## src/rtl/reset_sequencer.sv

```systemverilog
// Central reset controller: staggered release of video, Z80 and 68K resets after
// power-up or a watchdog bite, plus a saturating bite counter for diagnostics.
module reset_sequencer #(
    parameter int WD_LIMIT = 8,
    parameter int HOLD_CYC = 16,
    parameter int STAGGER  = 8
) (
    input  logic       nSNKCLK11,
    input  logic       PSTRESET,
    input  logic       TICK,
    input  logic       nWDKICK,
    input  logic       WD_EN,
    output logic       nRESET_VID,
    output logic       nRESET_Z80,
    output logic       nRESET_68K,
    output logic       nWDRESET,
    output logic [7:0] FIRE_CNT,
    output logic [1:0] dbg_state_o
);

    localparam int WDW = $clog2(WD_LIMIT + 1);
    localparam logic [15:0]    HOLD_LAST = 16'(HOLD_CYC - 1);
    localparam logic [15:0]    STAG_LAST = 16'(STAGGER - 1);
    localparam logic [WDW-1:0] WD_LAST   = WDW'(WD_LIMIT - 1);

    typedef enum logic [1:0] {
        HOLD    = 2'd0,
        REL_VID = 2'd1,
        REL_Z80 = 2'd2,
        RUN     = 2'd3
    } state_t;

    state_t         state_q, state_d;
    logic [15:0]    timer_q, timer_d;
    logic [WDW-1:0] wd_cnt_q, wd_cnt_d;
    logic           cause_q, cause_d;
    logic [7:0]     fire_q, fire_d;
    logic           kick_prev_q;
    logic           vid_q, vid_d;
    logic           z80_q, z80_d;
    logic           m68k_q, m68k_d;
    logic           kick;

    // A kick is the falling edge of the strobe, so a held-low strobe counts once.
    assign kick = kick_prev_q & ~nWDKICK;

    always_comb begin
        state_d  = state_q;
        timer_d  = timer_q;
        wd_cnt_d = wd_cnt_q;
        cause_d  = cause_q;
        fire_d   = fire_q;
        vid_d    = vid_q;
        z80_d    = z80_q;
        m68k_d   = m68k_q;
        case (state_q)
            HOLD: begin
                vid_d    = 1'b0;
                z80_d    = 1'b0;
                m68k_d   = 1'b0;
                wd_cnt_d = '0;
                if (timer_q == HOLD_LAST) begin
                    state_d = REL_VID;
                    timer_d = '0;
                    vid_d   = 1'b1;
                end else begin
                    timer_d = timer_q + 16'd1;
                end
            end
            REL_VID: begin
                wd_cnt_d = '0;
                if (timer_q == STAG_LAST) begin
                    state_d = REL_Z80;
                    timer_d = '0;
                    z80_d   = 1'b1;
                end else begin
                    timer_d = timer_q + 16'd1;
                end
            end
            REL_Z80: begin
                wd_cnt_d = '0;
                if (timer_q == STAG_LAST) begin
                    state_d = RUN;
                    timer_d = '0;
                    m68k_d  = 1'b1;
                    cause_d = 1'b0;
                end else begin
                    timer_d = timer_q + 16'd1;
                end
            end
            RUN: begin
                // Kick takes priority over a TICK arriving on the same edge.
                if (kick || !WD_EN) begin
                    wd_cnt_d = '0;
                end else if (TICK && (wd_cnt_q == WD_LAST)) begin
                    state_d  = HOLD;
                    timer_d  = '0;
                    wd_cnt_d = '0;
                    vid_d    = 1'b0;
                    z80_d    = 1'b0;
                    m68k_d   = 1'b0;
                    cause_d  = 1'b1;
                    if (fire_q != 8'hFF) begin
                        fire_d = fire_q + 8'd1;
                    end
                end else if (TICK) begin
                    wd_cnt_d = wd_cnt_q + WDW'(1);
                end
            end
            default: begin
                state_d = HOLD;
                timer_d = '0;
            end
        endcase
    end

    always_ff @(posedge nSNKCLK11 or negedge PSTRESET) begin
        if (!PSTRESET) begin
            state_q     <= HOLD;
            timer_q     <= '0;
            wd_cnt_q    <= '0;
            cause_q     <= 1'b0;
            fire_q      <= '0;
            kick_prev_q <= 1'b1;
            vid_q       <= 1'b0;
            z80_q       <= 1'b0;
            m68k_q      <= 1'b0;
        end else begin
            state_q     <= state_d;
            timer_q     <= timer_d;
            wd_cnt_q    <= wd_cnt_d;
            cause_q     <= cause_d;
            fire_q      <= fire_d;
            kick_prev_q <= nWDKICK;
            vid_q       <= vid_d;
            z80_q       <= z80_d;
            m68k_q      <= m68k_d;
        end
    end

    assign nRESET_VID  = vid_q;
    assign nRESET_Z80  = z80_q;
    assign nRESET_68K  = m68k_q;
    assign nWDRESET    = ~cause_q;
    assign FIRE_CNT    = fire_q;
    assign dbg_state_o = state_q;

endmodule

```

## config.mk

```make
export PLATFORM = sky130hd
export DESIGN_NAME = reset_sequencer
export DESIGN_NICKNAME = d
export VERILOG_FILES = /design/src/rtl/reset_sequencer.sv
export SDC_FILE = /design/constraint.sdc
export NUM_CORES = 1
export LEC_CHECK = 0
export BUFFER_PORTS_ARGS = -buffer_cell sky130_fd_sc_hd__buf_2
export CAP_MARGIN = 10
export CELL_PAD_IN_SITES_DETAIL_PLACEMENT = 1
export CELL_PAD_IN_SITES_GLOBAL_PLACEMENT = 1
export CORE_MARGIN = 10
export CORE_UTILIZATION = 45
export DETAILED_ROUTE_END_ITERATION = 10
export GPL_TIMING_DRIVEN = 0
export HOLD_SLACK_MARGIN = 0.1
export PLACE_DENSITY_LB_ADDON = 0.15
export SYNTH_ARGS = -nofsm -noshare
export SYNTH_HDL_FRONTEND = slang
export SYNTH_SLANG_ARGS = --single-unit
```

## constraint.sdc

```tcl
create_clock -name nSNKCLK11 -period 2.6 [get_ports nSNKCLK11]
set_input_delay 0.52 -clock nSNKCLK11 [delete_from_list [all_inputs] [get_ports nSNKCLK11]]
set_output_delay 0.52 -clock nSNKCLK11 [all_outputs]
set_load 0.005 [all_outputs]
```

==> flow_summary_export.csv, run 1 <==
group,metric,value,unit
run_status,status,"completed",
setup_path,timing.rr.end,"dbg_state_o[1]",
clock_network,clockBufferDepth,2,
routing,ant_nets,0,
setup_path,path_max_fanout,7,
clock_network,cts_inserted_buffers,5,
setup_path,end_kind,"register",
routing,drtPass1Iterations,4,
routing,routedWlPerCell,17.0,µm
logic_synthesis,synth_edf_count,0,
power,power.internal,735,µW
logic_synthesis,yosys.area.top_type,"dfrtp_1",
placed_design,io_buffer_count,18,
sta,holdWs,0.315,ns
logic_synthesis,synth_cells,193,
logic_synthesis,synth-seq-cells,35,
floorplanning,die_w,85.5,µm
logic_synthesis,synth_nets,206,
layout,nets,231,
setup_path,r2r_cells,5,
logic_synthesis,synth_area,1930,µm²
sta,fin_crit_sh,85.6,%
global_routing,grt_pass1_vias,1694,
floorplanning,ios,19,
logic_synthesis,yosysTopAreaCellShare,44.1,%
routing,vias_per_cell,5.77,
logic_synthesis,ys_warn_count,0,
logic_synthesis,seq_area_frac_synth,45.5,%
clock_network,clk_transition_reported_paths,0.08,ns
floorplanning,die_y,85.5,µm
sta,relSlewSlack,46.6,%
job,maxCapViolations,0,
clock_network,holdBufCountCts,0,
layout,drive_above_1_share,21.0,%
setup_path,rrSetupSlack,0.38,ns
power,ir_drop,241,µV
global_routing,track_usage,13.3,%
routing,drc,0,
sta,tightest_slew,0.801,ns
clock_network,root_buffer,"clkbuf_8",
setup_path,r2r-start,"timer_q[14]",
power,p_comb_share,1.9,%
sta,setup_ws,0.376,ns
power,power.switching,219,µW
routing,drtIter0Drc,86,
floorplanning,core-area,4090,µm²
power,pwr_density_cell,440,nW/µm²
power,swShare,22.9,%
global_routing,antenna_found_initial,0,
floorplanning,start_util,47.2,%
placed_design,gp_congestion,0.757,
global_routing,grt_pass1_wl,8170,µm
sta,finalHoldViolations,0,
clock_network,cts_tree,"yes",
layout,fin_util,53.1,%
placed_design,dp_hpwl,3380,µm
setup_path,cp-start-kind,"register",
sta,max_freq,450,MHz
sta,slew_violations,0,
sta,finalSetupViolCount,0,
clock_network,htreeDepth,2,
placed_design,place_inst,261,
placed_design,pre_cts_ws,0.353,ns
floorplanning,fp-row-count,23,
layout,antenna_cells,0,
clock_network,postCtsSetupRepairBufs,0,
sta,period_needed,2.22,ns
power,p_leak,0.00100,µW
sta,clock_skew,0.00461,ns
sta,rsz0062_at_grt,"no",
global_routing,overflow,0,
clock_network,cts.sinks,35,
logic_synthesis,ys.flop_type,"dfrtp_1",
routing,drt_wl_total,4580,µm
sta,finalSetupTns,0,ns
clock_network,clock_latency,0.29,ns
routing,vias,1552,
layout,final_cells,269,
floorplanning,die_area,7300,µm²
power,power_frac_seq,57.2,%
logic_synthesis,synth_area_per_cell,9.99,µm²
setup_path,required,2.77,ns
logic_synthesis,synth_cell_type_count,54,
logic_synthesis,synthArstFlopShare,100,%
power,p_clk_share,41.0,%
worst_hold_path,min_path_type,"input pin to asynchronous set/reset pin",
global_routing,grt_start_max_net_pins,36,
setup_path,critPathArrivalTime,2.40,ns
clock_network,cts_resized,0,
logic_synthesis,synth.area.top_cells,"dfrtp_1 (44%), xor2_1 (5.5%), ha_1 (5.2%)",
setup_path,crit_type,"register to register",
layout,area_delta_synth_final,12.5,%
stage by stage:
| stage | instance area, µm² | total power [µW] |
|---|---|---|
| 3_5_place_dp | 2080 | 575 |
| 3_3_place_gp | 2080 | 574 |
| 5_1_grt | 2170 | 1000 |
| 2_1_floorplan | 1930 | 559 |
| 4_1_cts | 2170 | 967 |
| 6_report | 2170 | 954 |
synth_stat cells (2+ instances only):
library cell	number
clkbuf_1	3
dfrtp_1	34
ha_1	8
nand3_1	7
and2_1	4
nor2_1	17
o31ai_1	2
nand2_2	2
xnor2_1	5
a2bb2oi_1	2
xor2_1	12
and4_1	2
a31oi_1	2
o21ai_0	7
inv_1	8
a22o_1	2
and3_1	4
or4_4	2
nand2_1	18
nor3_2	3
a21oi_1	5
nor3_1	5
nand4_1	8
area by class of cell:
class | count | area [µm²]
multi-input cells | 145 | 997
well taps | 50 | 62.6
inverters | 8 | 30.0
clock inverters | 3 | 20.0
plain buffers | 5 | 23.8
flip-flops and latches | 35 | 877
repair buffers | 18 | 90.1
clock buffers | 5 | 68.8
fillers | 479 | 1920
worst max path at each step:
stage               depth (start not counted)              to        start  slack, ns
finish                                      5  dbg_state_o[1]  timer_q[14]       0.38
global route                                5     timer_q[10]  wd_cnt_q[0]       0.26
CTS                                         5  dbg_state_o[1]   timer_q[5]       0.35
detailed placement                          5      timer_q[8]         TICK       0.35
global placement                            5      timer_q[8]         TICK       0.40
floorplan                                   5  dbg_state_o[1]   timer_q[4]       0.56
cells by family (layout without fill, tap and decap cells):
family,count (synthesis),after routing,share of synthesized area [%]
flip-flops,35,35,45.5
AO/OA/AOI/OAI,32,32,11.8
adder cells (fa/ha/maj),8,8,5.19
multiplexers,3,3,1.69
buffers and inverters,13,39,2.79
AND/OR/NAND/NOR,85,85,25.3
XOR/XNOR,17,17,7.72
metal layers:
metal / vias up / GRT usage [%] / part of all wire, %
met5: - / 0 / 0
met4: 0 / 2.69 / 0.48
met3: 2 / 3.73 / 3.0
met2: 23 / 23.4 / 51
met1: 785 / 15.7 / 46
li1: 742 / - / -
power groups by stage:
stage | Combinational, µW | Sequential (µW) | Clock (µW)
after CTS | 19.0 | 545 | 403
after detailed placement | 18.7 | 556 | 0
after global routing | 21.2 | 545 | 436
final | 17.8 | 546 | 391
after floorplan | 2.88 | 556 | 0
after global placement | 17.9 | 556 | 0
sequential cells by signal (all words and copies together), names as in the netlist:
signal / count
FIRE_CNT: 8
cause_q: 1
dbg_state_o: 2
kick_prev_q: 1
nRESET_68K: 1
nRESET_VID: 1
nRESET_Z80: 1
timer_q: 16
wd_cnt_q: 4
worst max-delay path: stages, from the launching register on:
cell     delay (ns)
dfrtp_1        0.43
or4_4          0.55
nor4_4         0.52
nor2_2         0.09
nor3_2         0.17
mux2_1         0.35
cells in the final DEF, fill, tap and decap left out, types with 2 or more instances in the layout:
cell / n
nand3_1: 7
and4_1: 2
dfrtp_1: 34
nand2_1: 18
or4_4: 2
a31oi_1: 2
clkbuf_1: 3
xnor2_1: 5
and3_1: 4
nor3_2: 3
xor2_1: 12
ha_1: 8
clkinvlp_4: 2
a21oi_1: 5
clkbuf_8: 5
and2_1: 4
a22o_1: 2
a2bb2oi_1: 2
o21ai_0: 7
o31ai_1: 2
inv_1: 8
buf_2: 18
nand2_2: 2
nor3_1: 5
nand4_1: 8
nor2_1: 17
No activity file was read; power rests on OpenSTA's default activity.
==> inputs of run 2 (changes only) <==
CTS_BUF_LIST = sky130_fd_sc_hd__clkbuf_16   (was default)
==> run 2 against run 1 <==
Die area stayed put; sequential power hardly changed; critical path depth stayed put; non-clock buffer count stayed put; critical endpoint unchanged; sequential share of layout area is 1.0 points lower; worst setup slack worse by 0.025 ns; largest cell class unchanged; clock skew is 0.0014 ns lower; cell area is 2.6% higher; via count is 0.39% higher.
==> flow_summary_export.csv, run 2 (synthesis gave the netlist of run 1 again) <==
group,metric,value,unit
routing,drc,0,
clock_network,cts.sinks,35,
clock_network,holdBufCountCts,0,
clock_network,clockBufferDepth,2,
global_routing,grt_pass1_wl,8320,µm
routing,routedWlPerCell,17.3,µm
setup_path,cp-start-kind,"register",
layout,mostFrequentLayoutCells,"dfrtp_1 (34), nand2_1 (18), buf_2 (18), nor2_1 (17), xor2_1 (12)",
run_status,status,"completed",
layout,fillers,464,
setup_path,critPathArrivalTime,2.41,ns
clock_network,clk_transition_reported_paths,0.06,ns
clock_network,postCtsSetupRepairBufs,0,
sta,tightest_slew,0.807,ns
sta,finalSetupTns,0,ns
clock_network,clock_latency,0.28,ns
sta,relSlewSlack,46.2,%
power,p_total,1140,µW
power,power_frac_seq,47.9,%
placed_design,io_buffer_count,18,
sta,clock_skew,0.00324,ns
sta,slew_violations,0,
sta,max_freq,445,MHz
setup_path,max_stage_delay,0.55,ns
global_routing,grt_start_max_net_pins,36,
clock_network,cts_inserted_buffers,5,
layout,multiInputGateArea,997,µm²
routing,drt_wl_total,4660,µm
sta,finalHoldViolations,0,
routing,vias,1558,
layout,largest_reg_flops,16,
floorplanning,fp-row-count,23,
placed_design,dp_hpwl,3380,µm
placed_design,gp_congestion,0.757,
floorplanning,die_area,7300,µm²
power,power.internal,902,µW
layout,final_common_cell,"dfrtp_1",
sta,period_needed,2.25,ns
clock_network,htreeDepth,2,
floorplanning,die_y,85.5,µm
setup_path,slowest_stage,"or4_4",
floorplanning,start_util,47.2,%
routing,ant_nets,0,
layout,register_area,877,µm²
floorplanning,ios,19,
clock_network,cts_resized,0,
job,maxCapViolations,0,
sta,fin_crit_sh,86.5,%
clock_network,cts_tree,"yes",
layout,antenna_cells,0,
setup_path,path_delay_family,"simple AND/OR/NAND/NOR gates",
global_routing,track_usage,13.6,%
setup_path,crit_buf_inv,0,
setup_path,required,2.76,ns
power,p_leak,0.00103,µW
power,p_comb_share,1.6,%
global_routing,overflow,0,
power,ir_drop,434,µV
setup_path,crit_chain,"or4_4, nor4_4, nor2_2, nor3_2, mux2_1",
floorplanning,die_w,85.5,µm
clock_network,root_buffer,"clkbuf_16",
layout,area_delta_synth_final,15.4,%
routing,drtIter0Drc,60,
worst_hold_path,min_path_type,"input pin to asynchronous set/reset pin",
placed_design,pre_cts_ws,0.353,ns
sta,finalSetupViolCount,0,
power,power.switching,238,µW
floorplanning,core-area,4090,µm²
power,p_clk_share,50.5,%
layout,nets,231,
setup_path,path_max_fanout,7,
layout,drive_above_1_share,21.0,%
setup_path,end_kind,"register",
power,swShare,20.9,%
sta,rsz0062_at_grt,"no",
layout,largest-register,"timer_q",
global_routing,grt_pass1_vias,1721,
global_routing,antenna_found_initial,0,
setup_path,crit_type,"register to register",
routing,vias_per_cell,5.79,
routing,drtPass1Iterations,4,
sta,setup_ws,0.350,ns
power,pwr_density_cell,512,nW/µm²
[run 2: metal layers]
layer  share of wire (%)  GRT usage (%)
met2                  52           24.3
met4                 1.1           4.19
met3                 3.3           3.82
met5                   0              0
met1                  44           15.2
[run 2: path summary, 6_finish.rpt]
check | from | endpoint | slack, ns | cells past startpoint
min in group nSNKCLK11 | nWDKICK | kick_prev_q | 0.36 | 1
worst min register to register | cause_q | cause_q | 0.49 | 1
max in group asynchronous | PSTRESET | FIRE_CNT[6] | 1.76 | 1
worst max-delay path | timer_q[5] | dbg_state_o[1] | 0.35 | 5
worst min-delay path | PSTRESET | dbg_state_o[0] | 0.33 | 1
worst max register to register | timer_q[5] | dbg_state_o[1] | 0.35 | 5
[run 2: stage by stage]
step / hold slack, ns / utilization, % / cell area (µm²) / std cells
detailed placement: 0.478 / 50.9 / 2080 / 261
finish: 0.332 / 54.5 / 2230 / 269
global placement: 0.475 / 50.9 / 2080 / 261
CTS: 0.351 / 54.5 / 2230 / 269
floorplan: 0.224 / - / 1930 / 193
global route: 0.349 / 54.5 / 2230 / 269
[run 2: power groups by stage]
stage	Sequential, µW	Clock (µW)	Combinational (µW)
after floorplan	556	0	2.88
after global placement	556	0	17.9
after detailed placement	556	0	18.7
after CTS	546	591	19.0
after global routing	546	624	21.2
final	547	576	17.9
[run 2: area by class of cell]
class                           count  area share (%)
Tap cell                           50            2.81
Clock buffer                        5            5.62
Timing Repair Buffer               18            4.05
Clock inverter                      3           0.899
Sequential cell                    35            39.4
Buffer                              5            1.07
Inverter                            8            1.35
Multi-Input combinational cell    145            44.8
[run 2: worst register-to-register path, delay by kind of cell (launching register included)]
family	cells	cell delay [ns]
flip-flops	1	0.44
multiplexers	1	0.35
AND/OR/NAND/NOR	4	1.34
==> inputs of run 3 (changes only) <==
ABC_AREA = 1   (was default)
CORE_UTILIZATION = 43   (was 45)
==> run 3 against run 2 <==
Critical path depth rose by 2; flip-flop and latch count is the same; worst setup slack better by 0.35 ns; maximum frequency grew 19%; combinational power is 5% higher; synthesized cell count rose by 55%; final cell count increased by 46%; non-clock buffer count up 3; first-iteration DRC count increased by 8.3%.
==> flow_summary_export.csv, run 3 <==
group,metric,value,unit
power,p_total,1140,µW
logic_synthesis,synth-seq-cells,35,
sta,max_freq,527,MHz
clock_network,cts_inserted_buffers,5,
layout,nets,337,
global_routing,overflow,0,
clock_network,postCtsSetupRepairBufs,0,
floorplanning,ios,19,
routing,routedWlPerCell,14.5,µm
global_routing,grt_start_max_net_pins,36,
routing,drtIter0Drc,65,
sta,clock_skew,0.00451,ns
clock_network,cts_resized,0,
routing,drtPass1Iterations,4,
setup_path,rrSetupSlack,0.70,ns
setup_path,cp-start-kind,"register",
clock_network,clockBufferDepth,2,
clock_network,root_buffer,"clkbuf_16",
sta,period_needed,1.90,ns
logic_synthesis,yosys.area.top_type,"dfrtp_1",
setup_path,end_kind,"register",
sta,relSlewSlack,45.0,%
clock_network,holdBufCountCts,0,
floorplanning,core-area,4820,µm²
logic_synthesis,ys_warn_count,0,
logic_synthesis,yosysMostFrequentCell,"nand2_1",
logic_synthesis,ys.flop_type,"dfrtp_1",
clock_network,cts_tree,"yes",
routing,drc,0,
setup_path,critPathArrivalTime,2.11,ns
placed_design,io_buffer_count,18,
routing,vias,2012,
clock_network,clk_transition_reported_paths,0.06,ns
setup_path,required,2.81,ns
placed_design,dp_hpwl,4150,µm
layout,antenna_cells,0,
layout,drive_above_1_share,14.8,%
logic_synthesis,synth_area_per_cell,7.26,µm²
logic_synthesis,seq_area_frac_synth,40.4,%
placed_design,gp_congestion,0.843,
global_routing,grt_pass1_wl,9880,µm
clock_network,clock_latency,0.28,ns
layout,area_delta_synth_final,14.3,%
sta,setup_ws,0.702,ns
sta,rsz0062_at_grt,"no",
layout,mostFrequentLayoutCells,"nand2_1 (93), nor2_1 (42), dfrtp_1 (34), inv_1 (29), nand3_1 (24)",
routing,drt_wl_total,5680,µm
sta,fin_crit_sh,73.0,%
logic_synthesis,synth_cell_type_count,32,
job,maxCapViolations,0,
sta,tightest_slew,0.825,ns
setup_path,timing.rr.end,"timer_q[4]",
setup_path,crit_type,"register to register",
worst_hold_path,min_path_type,"input pin to asynchronous set/reset pin",
placed_design,pre_cts_ws,0.721,ns
clock_network,htreeDepth,2,
logic_synthesis,yosysTopAreaCellShare,39.2,%
logic_synthesis,synth_edf_count,0,
sta,finalHoldViolations,0,
setup_path,path_max_fanout,9,
floorplanning,fp-row-count,25,
global_routing,track_usage,14.2,%
clock_network,cts.sinks,35,
logic_synthesis,synth_area,2170,µm²
global_routing,antenna_found_initial,0,
global_routing,grt_pass1_vias,2091,
logic_synthesis,synthArstFlopShare,100,%
logic_synthesis,yosys-top-cells-count,"nand2_1 (93), nor2_1 (42), dfrtp_1 (34)",
layout,largest_reg_flops,16,
logic_synthesis,synth_nets,312,
global_routing,grtUsageMet1,16.6,%
floorplanning,start_util,45.1,%
sta,finalSetupViolCount,0,
layout,largest-register,"timer_q",
logic_synthesis,synth.area.top_cells,"dfrtp_1 (39%), nand2_1 (16%), nor2_1 (7.3%)",
logic_synthesis,synth_cells,299,
floorplanning,die_y,91.1,µm
routing,vias_per_cell,5.13,
global_routing,busiest_layer,"met2",
run_status,status,"completed",
power,pwr_density_cell,458,nW/µm²
setup_path,r2r_cells,7,
sta,slew_violations,0,
global_routing,grt_use_met3,3.05,%
sta,finalSetupTns,0,ns
layout,final_common_cell,"nand2_1",
power,ir_drop,232,µV
routing,ant_nets,0,
setup_path,r2r-start,"dbg_state_o[1]",
floorplanning,die_area,8290,µm²
floorplanning,die_w,91.1,µm
power,p_leak,0.00122,µW
global_routing,grtUsageMet2,25.4,%
==> run 3: changes by cell type after synthesis, sizes merged, moves of 6 or more <==
cell	delta
nand3	+18
o21ai	+9
nor2	+28
nor3	-6
inv	+22
nand2	+78
xor2	-7
==> run 3: worst max-delay path by stage <==
| stage | startpoint | to | slack (ns) | cells after the start |
|---|---|---|---|---|
| global placement | dbg_state_o[0] | timer_q[8] | 0.79 | 9 |
| floorplan | dbg_state_o[0] | timer_q[4] | 1.11 | 9 |
| global route | dbg_state_o[1] | timer_q[4] | 0.51 | 9 |
| finish | dbg_state_o[1] | timer_q[4] | 0.70 | 7 |
| detailed placement | dbg_state_o[0] | timer_q[8] | 0.72 | 9 |
| CTS | dbg_state_o[0] | timer_q[8] | 0.68 | 9 |
==> run 3: area by class of cell <==
cell class,instances,area [µm²]
sequential,35,877
timing repair buffer,18,90.1
clock buffer,5,125
fill,658,2340
tap,67,83.8
multi-input combinational,226,1130
inverter,30,113
buffer,8,46.3
clock inverter,3,11.3
==> run 3: critical path, stage by stage, from the launching register on <==
cell	delay, ns
dfrtp_1	0.44
inv_1	0.15
ha_1	0.16
clkbuf_1	0.40
nand2_1	0.29
nand3_2	0.22
inv_2	0.08
nor2_1	0.10
==> run 3: logic make-up after synthesis <==
family | Yosys count | synth area share (%)
AND/OR/NAND/NOR | 183 | 36.8
buffers and inverters | 38 | 7.32
flip-flops | 35 | 40.4
AO/OA/AOI/OAI | 25 | 6.74
XOR/XNOR | 9 | 3.63
adder cells (fa/ha/maj) | 8 | 4.61
multiplexers | 1 | 0.461
==> run 3: routing by layer <==
| layer | part of all wire [%] | routed length (µm) |
|---|---|---|
| met1 | 44 | 2520 |
| met2 | 52 | 2940 |
| met3 | 2.7 | 154 |
| met4 | 1.1 | 65 |
| met5 | 0 | 0 |
==> run 3: report_power, final <==
part	switching, µW	internal [µW]
sequential	0.570	546
clock	226	345
combinational	14.7	4.10
total	242	895
==> run 3: stage by stage <==
step / cells / utilization (%) / hold WS (ns) / area, µm²
finish: 392 / 51.5 / 0.339 / 2480
global route: 392 / 51.5 / 0.350 / 2480
CTS: 392 / 51.5 / 0.343 / 2480
detailed placement: 384 / 48.7 / 0.466 / 2340
global placement: 384 / 48.7 / 0.458 / 2340
floorplan: 299 / - / 0.224 / 2170
